File: config.mk
export PLATFORM = sky130hd
export DESIGN_NAME = mem_stage
export DESIGN_NICKNAME = d
export VERILOG_FILES = /design/src/rtl/mem_stage.sv
export SDC_FILE = /design/constraint.sdc
export NUM_CORES = 1
export LEC_CHECK = 0
export BUFFER_PORTS_ARGS = -buffer_cell sky130_fd_sc_hd__buf_2
export CORE_MARGIN = 5
export CORE_UTILIZATION = 30
export CTS_BUF_LIST = sky130_fd_sc_hd__clkbuf_8
export CTS_CLUSTER_SIZE = 28
export DETAILED_ROUTE_END_ITERATION = 7
export GPL_TIMING_DRIVEN = 0
export PLACE_DENSITY_LB_ADDON = 0.3
export SETUP_SLACK_MARGIN = 0.5
export SLEW_MARGIN = 30
export SYNTH_ARGS = -nofsm -noshare
export SYNTH_HDL_FRONTEND = slang
export SYNTH_SLANG_ARGS = --single-unit
File: constraint.sdc
create_clock -name clk -period 2 [get_ports clk]
set_clock_uncertainty 0.05 [all_clocks]
set_input_delay 0 -clock clk [delete_from_list [all_inputs] [get_ports clk]]
set_output_delay 0 -clock clk [all_outputs]
set_load 0.01 [all_outputs]
File: src/rtl/mem_stage.sv
// Memory-access pipeline stage: holds one instruction, aligns and extends load data,
// keeps load data stable across write-back stalls, and feeds the decode bypass.
module mem_stage #(
  parameter int DW = 32,
  parameter int RW = 5
) (
  input  logic          clk,
  input  logic          rst,
  input  logic          ex_to_mem_valid,
  output logic          o_mem_ready,
  input  logic [3:0]    ex_to_mem_mem_re,
  input  logic [DW-1:0] ex_to_mem_alu_res,
  input  logic [RW-1:0] ex_to_mem_rf_waddr,
  input  logic          ex_to_mem_rf_we,
  input  logic [DW-1:0] ex_to_mem_pc,
  input  logic [DW-1:0] ex_to_mem_inst,
  input  logic [DW-1:0] dsram_rdata,
  input  logic          i_wb_ready,
  output logic          mem_to_wb_valid,
  output logic          mem_active,
  output logic [DW-1:0] mem_to_wb_rf_wdata,
  output logic [RW-1:0] mem_to_wb_rf_waddr,
  output logic          mem_to_wb_rf_we,
  output logic [DW-1:0] mem_to_wb_pc,
  output logic [DW-1:0] mem_to_wb_inst,
  output logic          mem_fwd_we,
  output logic [RW-1:0] mem_fwd_waddr,
  output logic [DW-1:0] mem_fwd_wdata
);

  typedef enum logic [1:0] {EMPTY, FRESH, HELD} hold_t;

  hold_t         state_p0;
  logic          vld_p0;
  logic [3:0]    mem_re_p0;
  logic [DW-1:0] alu_res_p0;
  logic [RW-1:0] rf_waddr_p0;
  logic          rf_we_p0;
  logic [DW-1:0] pc_p0;
  logic [DW-1:0] inst_p0;
  logic [DW-1:0] hold_p0;

  logic          capture;
  logic          drain;
  logic          cap_load;
  logic [DW-1:0] raw_word;
  logic [DW-1:0] wdata;

  function automatic logic [DW-1:0] load_ext(input logic [9:0] op, input logic [1:0] a,
                                             input logic [DW-1:0] w);
    logic [7:0]  b;
    logic [15:0] h;
    b = w[{a, 3'b000} +: 8];
    h = a[1] ? w[31:16] : w[15:0];
    case (op)
      10'h0A0: load_ext = {{(DW-8){b[7]}}, b};
      10'h0A8: load_ext = {{(DW-8){1'b0}}, b};
      10'h0A1: load_ext = {{(DW-16){h[15]}}, h};
      10'h0A9: load_ext = {{(DW-16){1'b0}}, h};
      default: load_ext = w;
    endcase
  endfunction

  assign o_mem_ready = !vld_p0 | i_wb_ready;
  assign capture     = ex_to_mem_valid & o_mem_ready;
  assign drain       = vld_p0 & i_wb_ready;
  assign cap_load    = capture & (ex_to_mem_mem_re != 4'd0);

  // p0: pipeline register and load-hold state
  always_ff @(posedge clk) begin
    if (!rst) begin
      vld_p0      <= 1'b0;
      state_p0    <= EMPTY;
      mem_re_p0   <= '0;
      alu_res_p0  <= '0;
      rf_waddr_p0 <= '0;
      rf_we_p0    <= 1'b0;
      pc_p0       <= '0;
      inst_p0     <= '0;
      hold_p0     <= '0;
    end else begin
      if (capture) begin
        vld_p0      <= 1'b1;
        mem_re_p0   <= ex_to_mem_mem_re;
        alu_res_p0  <= ex_to_mem_alu_res;
        rf_waddr_p0 <= ex_to_mem_rf_waddr;
        rf_we_p0    <= ex_to_mem_rf_we;
        pc_p0       <= ex_to_mem_pc;
        inst_p0     <= ex_to_mem_inst;
      end else if (drain) begin
        vld_p0 <= 1'b0;
      end
      // The SRAM word is only valid in the first cycle; a stall must snapshot it.
      case (state_p0)
        EMPTY: if (cap_load) state_p0 <= FRESH;
        FRESH: begin
          if (drain) begin
            state_p0 <= cap_load ? FRESH : EMPTY;
          end else begin
            hold_p0  <= dsram_rdata;
            state_p0 <= HELD;
          end
        end
        HELD:    if (drain) state_p0 <= cap_load ? FRESH : EMPTY;
        default: state_p0 <= EMPTY;
      endcase
    end
  end

  assign raw_word = (state_p0 == HELD) ? hold_p0 : dsram_rdata;
  assign wdata    = (mem_re_p0 != 4'd0) ? load_ext(inst_p0[31:22], alu_res_p0[1:0], raw_word)
                                        : alu_res_p0;

  assign mem_to_wb_valid    = vld_p0;
  assign mem_active         = vld_p0;
  assign mem_to_wb_rf_wdata = wdata;
  assign mem_to_wb_rf_waddr = rf_waddr_p0;
  assign mem_to_wb_rf_we    = vld_p0 & rf_we_p0;
  assign mem_to_wb_pc       = pc_p0;
  assign mem_to_wb_inst     = inst_p0;
  assign mem_fwd_we         = vld_p0 & rf_we_p0;
  assign mem_fwd_waddr      = rf_waddr_p0;
  assign mem_fwd_wdata      = wdata;

endmodule

==> flow_summary.yaml, run 1 <==
yosys:
  dominant_combinational_cell_family_by_area_after_synthesis: "compound AO/OA/AOI/OAI gates"
  mappedNetlistNets: 1041
  syn-mean-instance-area_um2: 7.81
  synth_edf_count: 0
  post_synthesis_instance_total: 899
  area_fraction_in_compound_gates_after_synthesis_pct: 22.6
  synth_warnings: 0
  leading_register_cell_type_out_of_synthesis: "sky130_fd_sc_hd__dfxtp_1"
  synth_sequential_area_ratio_pct: 40.2
  synthSimpleGateAreaFrac_pct: 22.2
  yosys.cell_types.count: 42
  synthArstFlopShare_pct: 0
  synth-seq-cells: 141
  synth_xor_xnor_area_share_pct: 0
  synth-adder-area-share_pct: 0
  synthMuxAreaShare_pct: 6.63
  post_synth_instance_area_um2: 7030
timing:
  timing.final.crit_share_pct: 135
  finalHoldViolations: 0
  finalSetupViolations: 96
  report.final.slew_viol_count: 0
  rsz0062_at_grt: "yes"
  timing.final.ws_setup_ns: -0.705
  fin_crit_ns: 2.71
  timing.max_slew.rel_slack_pct: 52.4
  max_freq_mhz: 370
  worstMarginPinSlew_ns: 0.714
clock_tree:
  number_of_clock_sinks: 141
  cts.reportedPaths.clkPinSlew_ns: 0.08
  max-clock-path-buffers: 2
  cts_buffers: 17
  htreeDepth: 4
  cts_tree: "yes"
  clock_insertion_delay_worst_skew_ns: 0.46
  clock_tree.root_cell: "sky130_fd_sc_hd__clkbuf_8"
placed_design:
  placed_cells_incl_taps: 1501
  dp.final_hpwl_um: 20700
  place_ws_ns: -0.484
  port_buffers: 283
  gpl.final_weighted_congestion: 0.898
drt:
  routed-via-count: 8489
  postRouteAntennaNets: 0
  firstDrtPassIters: 7
  totalWireLength_um: 30600
  remaining_drc_errors: 0
  initialDrtViolationCount: 589
  dr_wl_cell_um: 17.6
  drt-vias-per-instance: 4.88
global_route:
  first_global_vias: 8373
  global_route.usage.total_pct: 22.2
  gr-total-overflow: 0
  grt_first_pass_wirelength_um: 46300
  antenna_found_initial: 1
  grt_start_max_net_pins: 17
critical_path:
  path_cells: "nand2b_4, buf_12, mux4_2, nor3b_4, o21ai_4, buf_12, buf_12, o311ai_4, buf_4, buf_6"
  critPathSlowestCell: "sky130_fd_sc_hd__mux4_2"
  arrival_time_at_the_worst_endpoint_ns: 2.66
  timing.critical_path.fanout_max: 5
  critPathKind: "flop to output pin"
  critical_path_capture_point_type: "output pin"
  critPathLaunchType: "flop"
  critical-path-max-stage-delay_ns: 0.52
  critical_path_required_ns: 1.95
  worst_path_most_repeated_cell: "sky130_fd_sc_hd__buf_12"
power_and_ir_drop:
  power_leakage_nw: 5.68
  power_density_nw_per_um2: 630
  worst_ir_drop_vdd_v: 0.000431
  total_power_w: 0.00815
status:
  violations: "negative setup slack"
  run_status: "complete, but fails checks"
cells_and_area:
  syn2layout_area_growth_pct: 84.2
  nets: 1551
  layout-drive-gt1-share_pct: 42.9
  fillCellCount: 2047
  layoutNonFillerInstCount: 1741
flow_run:
  max_cap_viols: 0
floorplan:
  boundaryPins: 285
  initial_utilization_pct: 30.2
  floorplan.die_area_um2: 26600
  core_area_um2: 23300
  die_w_um: 163
  num_rows: 56
  die_h_um: 163
worst_hold_path:
  hold_path.class: "input pin to flop"
## Yosys cell counts, drive strengths merged (4+ instances only)
cell,instances,area [µm²]
a21oi,24,120
buf,56,383
nand2,314,1180
clkbuf,53,199
nand2b,7,43.8
nor2,32,120
a21boi,140,1050
nor3,21,105
a31oi,12,75.1
dfxtp,141,2820
and2,4,25.0
mux4,5,113
o311ai,16,140
o21ai,9,56.3
mux2i,33,330
## path summary, 6_finish.rpt
| path | start | endpoint | slack, ns | depth (start not counted) |
|---|---|---|---|---|
| max | state_p0[0] | mem_to_wb_rf_wdata[30] | -0.71 | 10 |
| min | rst | mem_re_p0[2] | 0.04 | 2 |
| max reg2reg | state_p0[0] | hold_p0[26] | -0.32 | 15 |
| min reg2reg | mem_to_wb_pc[27] | mem_to_wb_pc[27] | 0.40 | 2 |
## placed cells by master (no fill, tap or decap), drive strengths merged, types with 3 or more instances in the layout
master / Yosys / final
buf: 56 / 410
nand2: 314 / 314
dlygate4sd3: 0 / 142
dfxtp: 141 / 141
a21boi: 140 / 140
clkbuf: 53 / 65
mux2i: 33 / 33
nor2: 32 / 32
a21oi: 24 / 24
nor3: 21 / 21
o311ai: 16 / 16
a31oi: 12 / 12
o21ai: 9 / 9
inv: 1 / 8
nand2b: 7 / 7
mux4: 5 / 5
and2: 4 / 4
nor4: 3 / 3
nand3: 3 / 3
o31ai: 3 / 3
o41ai: 3 / 3
clkinv: 0 / 3
## cell families after synthesis
| group | Yosys count |
|---|---|
| compound gates | 217 |
| simple gates | 391 |
| buf+inv | 110 |
| flops | 141 |
| mux | 40 |
## sequential cells by signal, indices dropped and copies added, names as in the netlist
name and flops:
mem_active 1, mem_fwd_waddr 5, mem_to_wb_inst 32, alu_res_p0 32
mem_to_wb_pc 32, hold_p0 32, mem_re_p0 4, rf_we_p0 1
state_p0 2
## power breakdown
part	total, W	leakage, nW	internal (W)	switching (W)
clock	0.00238	0.196	0.00113	0.00125
combinational	0.00268	4.32	0.00141	0.00127
sequential	0.00309	1.16	0.00296	0.000124
## stage by stage
step	hold slack, ns	util [%]	setup TNS, ns	area (µm²)
final	0.0387	55.6	-46.29	12900
after global routing	0.0336	55.6	-53.39	12900
after CTS	-0.230	53.3	-44.20	12400
after detailed placement	0.205	39.9	-14.87	9290
after global placement	0.200	39.9	-14.90	9290
after floorplan	0.0674	-	-0.0265	7470
## worst max-delay path, delay by kind of cell (launching register included)
kind | cells | cell delay [ns]
AND/OR/NAND/NOR | 2 | 0.33
buffers and inverters | 5 | 0.66
multiplexers | 1 | 0.52
flip-flops | 1 | 0.37
AO/OA/AOI/OAI | 2 | 0.30
## metal layers
| layer | share of wire, % | track usage (%) |
|---|---|---|
| met1 | 40 | 27.7 |
| met2 | 49 | 37.3 |
| met3 | 8.1 | 5.37 |
| met4 | 2.9 | 7.97 |
| met5 | 0 | 0 |
## cell type report
cell class / instances / area (µm²) / area share, %
Multi-Input combinational cell: 648 / 4560 / 35.3
Tap cell: 319 / 399 / 3.08
Sequential cell: 141 / 2840 / 22.0
Clock inverter: 14 / 158 / 1.22
Timing Repair Buffer: 491 / 3790 / 29.3
Antenna cell: 1 / 2.50 / 0.0193
Inverter: 1 / 3.75 / 0.0290
Buffer: 109 / 948 / 7.33
Clock buffer: 17 / 234 / 1.81
## timing repair
| action | CTS | global route |
|---|---|---|
| hold buffers | 141 | 1 |
| buffers inserted | 52 | 10 |
| resized for setup | 187 | 155 |
| endpoints found under the hold margin | 141 | 1 |
| endpoints found under the setup margin | 201 | 178 |
| pin swaps | 22 | 59 |
| cloned | 1 | 3 |
Power figures use the tool's default switching activity.
==> run 2: changes to the inputs <==
- BUFFER_PORTS_ARGS: -buffer_cell sky130_fd_sc_hd__buf_2 -> unset
- DONT_BUFFER_PORTS: unset -> 1
==> run 2 against run 1 <==
  * The run still ends with negative setup slack left
  * Critical path type unchanged
  * Largest cell class is now multi-input combinational cells
  * Core utilization down 6.0 points
  * Cell count down 17%
  * Clock power down 2%
==> flow_summary.yaml, run 2 (synthesis gave the netlist of run 1 again) <==
status:
  run_status: "complete, but fails checks"
  violations: "negative setup slack"
critical_path:
  path_cells: "nand2b_4, buf_12, mux4_2, nor3b_4, o21ai_4, buf_12, buf_12, buf_12, o311ai_4, buf_4"
  critical-path-max-stage-delay_ns: 0.51
  critical_path_capture_point_type: "output pin"
  worst_path_most_repeated_cell: "sky130_fd_sc_hd__buf_12"
  critPathSlowestCell: "sky130_fd_sc_hd__mux4_2"
  arrival_time_at_the_worst_endpoint_ns: 2.61
  timing.critical_path.fanout_max: 5
  critPathKind: "flop to output pin"
  critPathLaunchType: "flop"
  regToRegSetupSlack_ns: 0.46
  critical_path_required_ns: 1.95
  crit-reg2reg-launch: "mem_active"
  regToRegEndpoint: "mem_to_wb_pc[28]"
  r2r_cells: 7
drt:
  postRouteAntennaNets: 0
  initialDrtViolationCount: 462
  remaining_drc_errors: 0
  totalWireLength_um: 29200
  firstDrtPassIters: 7
  routed-via-count: 7307
  drt-vias-per-instance: 5.07
  dr_wl_cell_um: 20.2
cells_and_area:
  fillCellCount: 2191
  layout_common_cells: "263 x sky130_fd_sc_hd__nand2_1, 142 x sky130_fd_sc_hd__dlygate4sd3_1, 129 x sky130_fd_sc_hd__dfxtp_1, 75 x sky130_fd_sc_hd__a21boi_0, 57 x sky130_fd_sc_hd__buf_4"
  layout.cells.most_common: "sky130_fd_sc_hd__nand2_1"
  fin_util_pct: 49.6
  layout-drive-gt1-share_pct: 30.6
  nets: 1249
  syn2layout_area_growth_pct: 64.3
worst_hold_path:
  timing.hold.worst_endpoint: "mem_re_p0[1]"
  worst_hold_startpoint: "rst"
  holdPathStages: 2
  hold_path.class: "input pin to flop"
clock_tree:
  number_of_clock_sinks: 141
  cts_tree: "yes"
  cts_buffers: 17
  clock_tree.root_cell: "sky130_fd_sc_hd__clkbuf_8"
  clock_insertion_delay_worst_skew_ns: 0.45
  htreeDepth: 4
  cts.reportedPaths.clkPinSlew_ns: 0.09
  max-clock-path-buffers: 2
global_route:
  first_global_vias: 7177
  antenna_found_initial: 2
  global_route.usage.total_pct: 20.7
  gr-total-overflow: 0
  grt_first_pass_wirelength_um: 42200
  grt_start_max_net_pins: 17
timing:
  worstMarginPinSlew_ns: 0.721
  timing.final.ws_setup_ns: -0.663
  fin_crit_ns: 2.66
  report.final.slew_viol_count: 0
  hold-worst-slack_ns: 0.0656
  finalSetupViolations: 64
  timing.max_slew.rel_slack_pct: 52.0
  max_freq_mhz: 375
  finalHoldViolations: 0
  timing.final.crit_share_pct: 133
  rsz0062_at_grt: "yes"
floorplan:
  die_h_um: 163
  floorplan.die_area_um2: 26600
  boundaryPins: 285
  initial_utilization_pct: 30.2
  core_area_um2: 23300
  num_rows: 56
  die_w_um: 163
placed_design:
  port_buffers: 0
  dp.final_hpwl_um: 19800
  gpl.final_weighted_congestion: 0.878
flow_run:
  max_cap_viols: 0
power_and_ir_drop:
  worst_ir_drop_vdd_v: 0.000418
  power_density_nw_per_um2: 662
  power_leakage_nw: 4.48
-- run 2: cell count changes in the layout (fill, tap and decap cells not counted), moves of 4 or more --
cell,previous run,this run
sky130_fd_sc_hd__a21boi_0,101,75
sky130_fd_sc_hd__buf_2,253,3
sky130_fd_sc_hd__buf_4,61,57
sky130_fd_sc_hd__nand2_4,13,28
sky130_fd_sc_hd__clkbuf_16,4,10
sky130_fd_sc_hd__nand2_1,279,263
sky130_fd_sc_hd__buf_6,75,26
sky130_fd_sc_hd__a21boi_2,13,20
sky130_fd_sc_hd__o311ai_4,10,16
sky130_fd_sc_hd__a21boi_1,26,45
-- run 2: how the worst max path moves through the flow --
| stage | startpoint | cells past startpoint | end | slack (ns) |
|---|---|---|---|---|
| final | state_p0[0] | 10 | mem_to_wb_rf_wdata[22] | -0.66 |
| after CTS | state_p0[0] | 10 | mem_to_wb_rf_wdata[22] | -0.70 |
| after global placement | mem_to_wb_inst[31] | 6 | mem_to_wb_rf_wdata[17] | -0.51 |
| after detailed placement | state_p0[0] | 8 | mem_to_wb_rf_wdata[9] | -0.47 |
| after global routing | state_p0[0] | 10 | mem_to_wb_rf_wdata[22] | -0.74 |
| after floorplan | state_p0[0] | 8 | mem_to_wb_rf_wdata[21] | -0.004 |
-- run 2: power by group --
part / total, W / internal (W) / switching (W)
Combinational: 0.00217 / 0.00105 / 0.00112
Clock: 0.00233 / 0.00107 / 0.00127
Sequential: 0.00315 / 0.00296 / 0.000181
Total: 0.00765 / 0.00508 / 0.00256
-- run 2: layer usage --
layer  global-route usage, %  up-vias  routed length (µm)
li1                        -     3429                   -
met1                    26.7     3518               11900
met2                    32.8      314               14000
met3                    6.13       46                2370
met4                    7.59        0                 867
met5                       0        -                   0
-- run 2: layout make-up --
cell class              instances  area, µm²  area share (%)
multi-input cells             648       4890            42.3
diodes                          2       5.00          0.0434
flip-flops and latches        141       2850            24.7
repair buffers                189       2040            17.7
clock buffers                  18        248            2.15
inverters                       1       3.75          0.0325
well taps                     319        399            3.46
clock inverters                14        148            1.28
plain buffers                 109        961            8.32
-- run 2: metrics by stage --
step	setup TNS (ns)	instances	worst slack [ns]	cell area [µm²]	total power, W
floorplan	-0.0265	899	-0.00421	7470	0.00422
global placement	-10.84	1218	-0.509	7870	0.00456
detailed placement	-12.80	1218	-0.473	7870	0.00458
CTS	-35.41	1416	-0.699	10600	0.00744
global route	-37.65	1441	-0.735	11500	0.00800
finish	-32.41	1441	-0.663	11500	0.00765
-- run 2: repair_timing --
item / in CTS / in global routing
hold buffers: 142 / 0
hold endpoints to repair: 141 / 0
endpoints found under the setup margin: 201 / 194
pin swaps: 13 / 69
resized for setup: 139 / 261
gates cloned: 1 / 10
setup buffers: 23 / 13
-- run 2: critical path, delay by kind of cell, from the launching register on --
family | cells | cell delay (ns)
buffers and inverters | 5 | 0.66
muxes | 1 | 0.51
DFF | 1 | 0.38
and+or+nand+nor | 2 | 0.32
AOI/OAI and AO/OA | 2 | 0.28
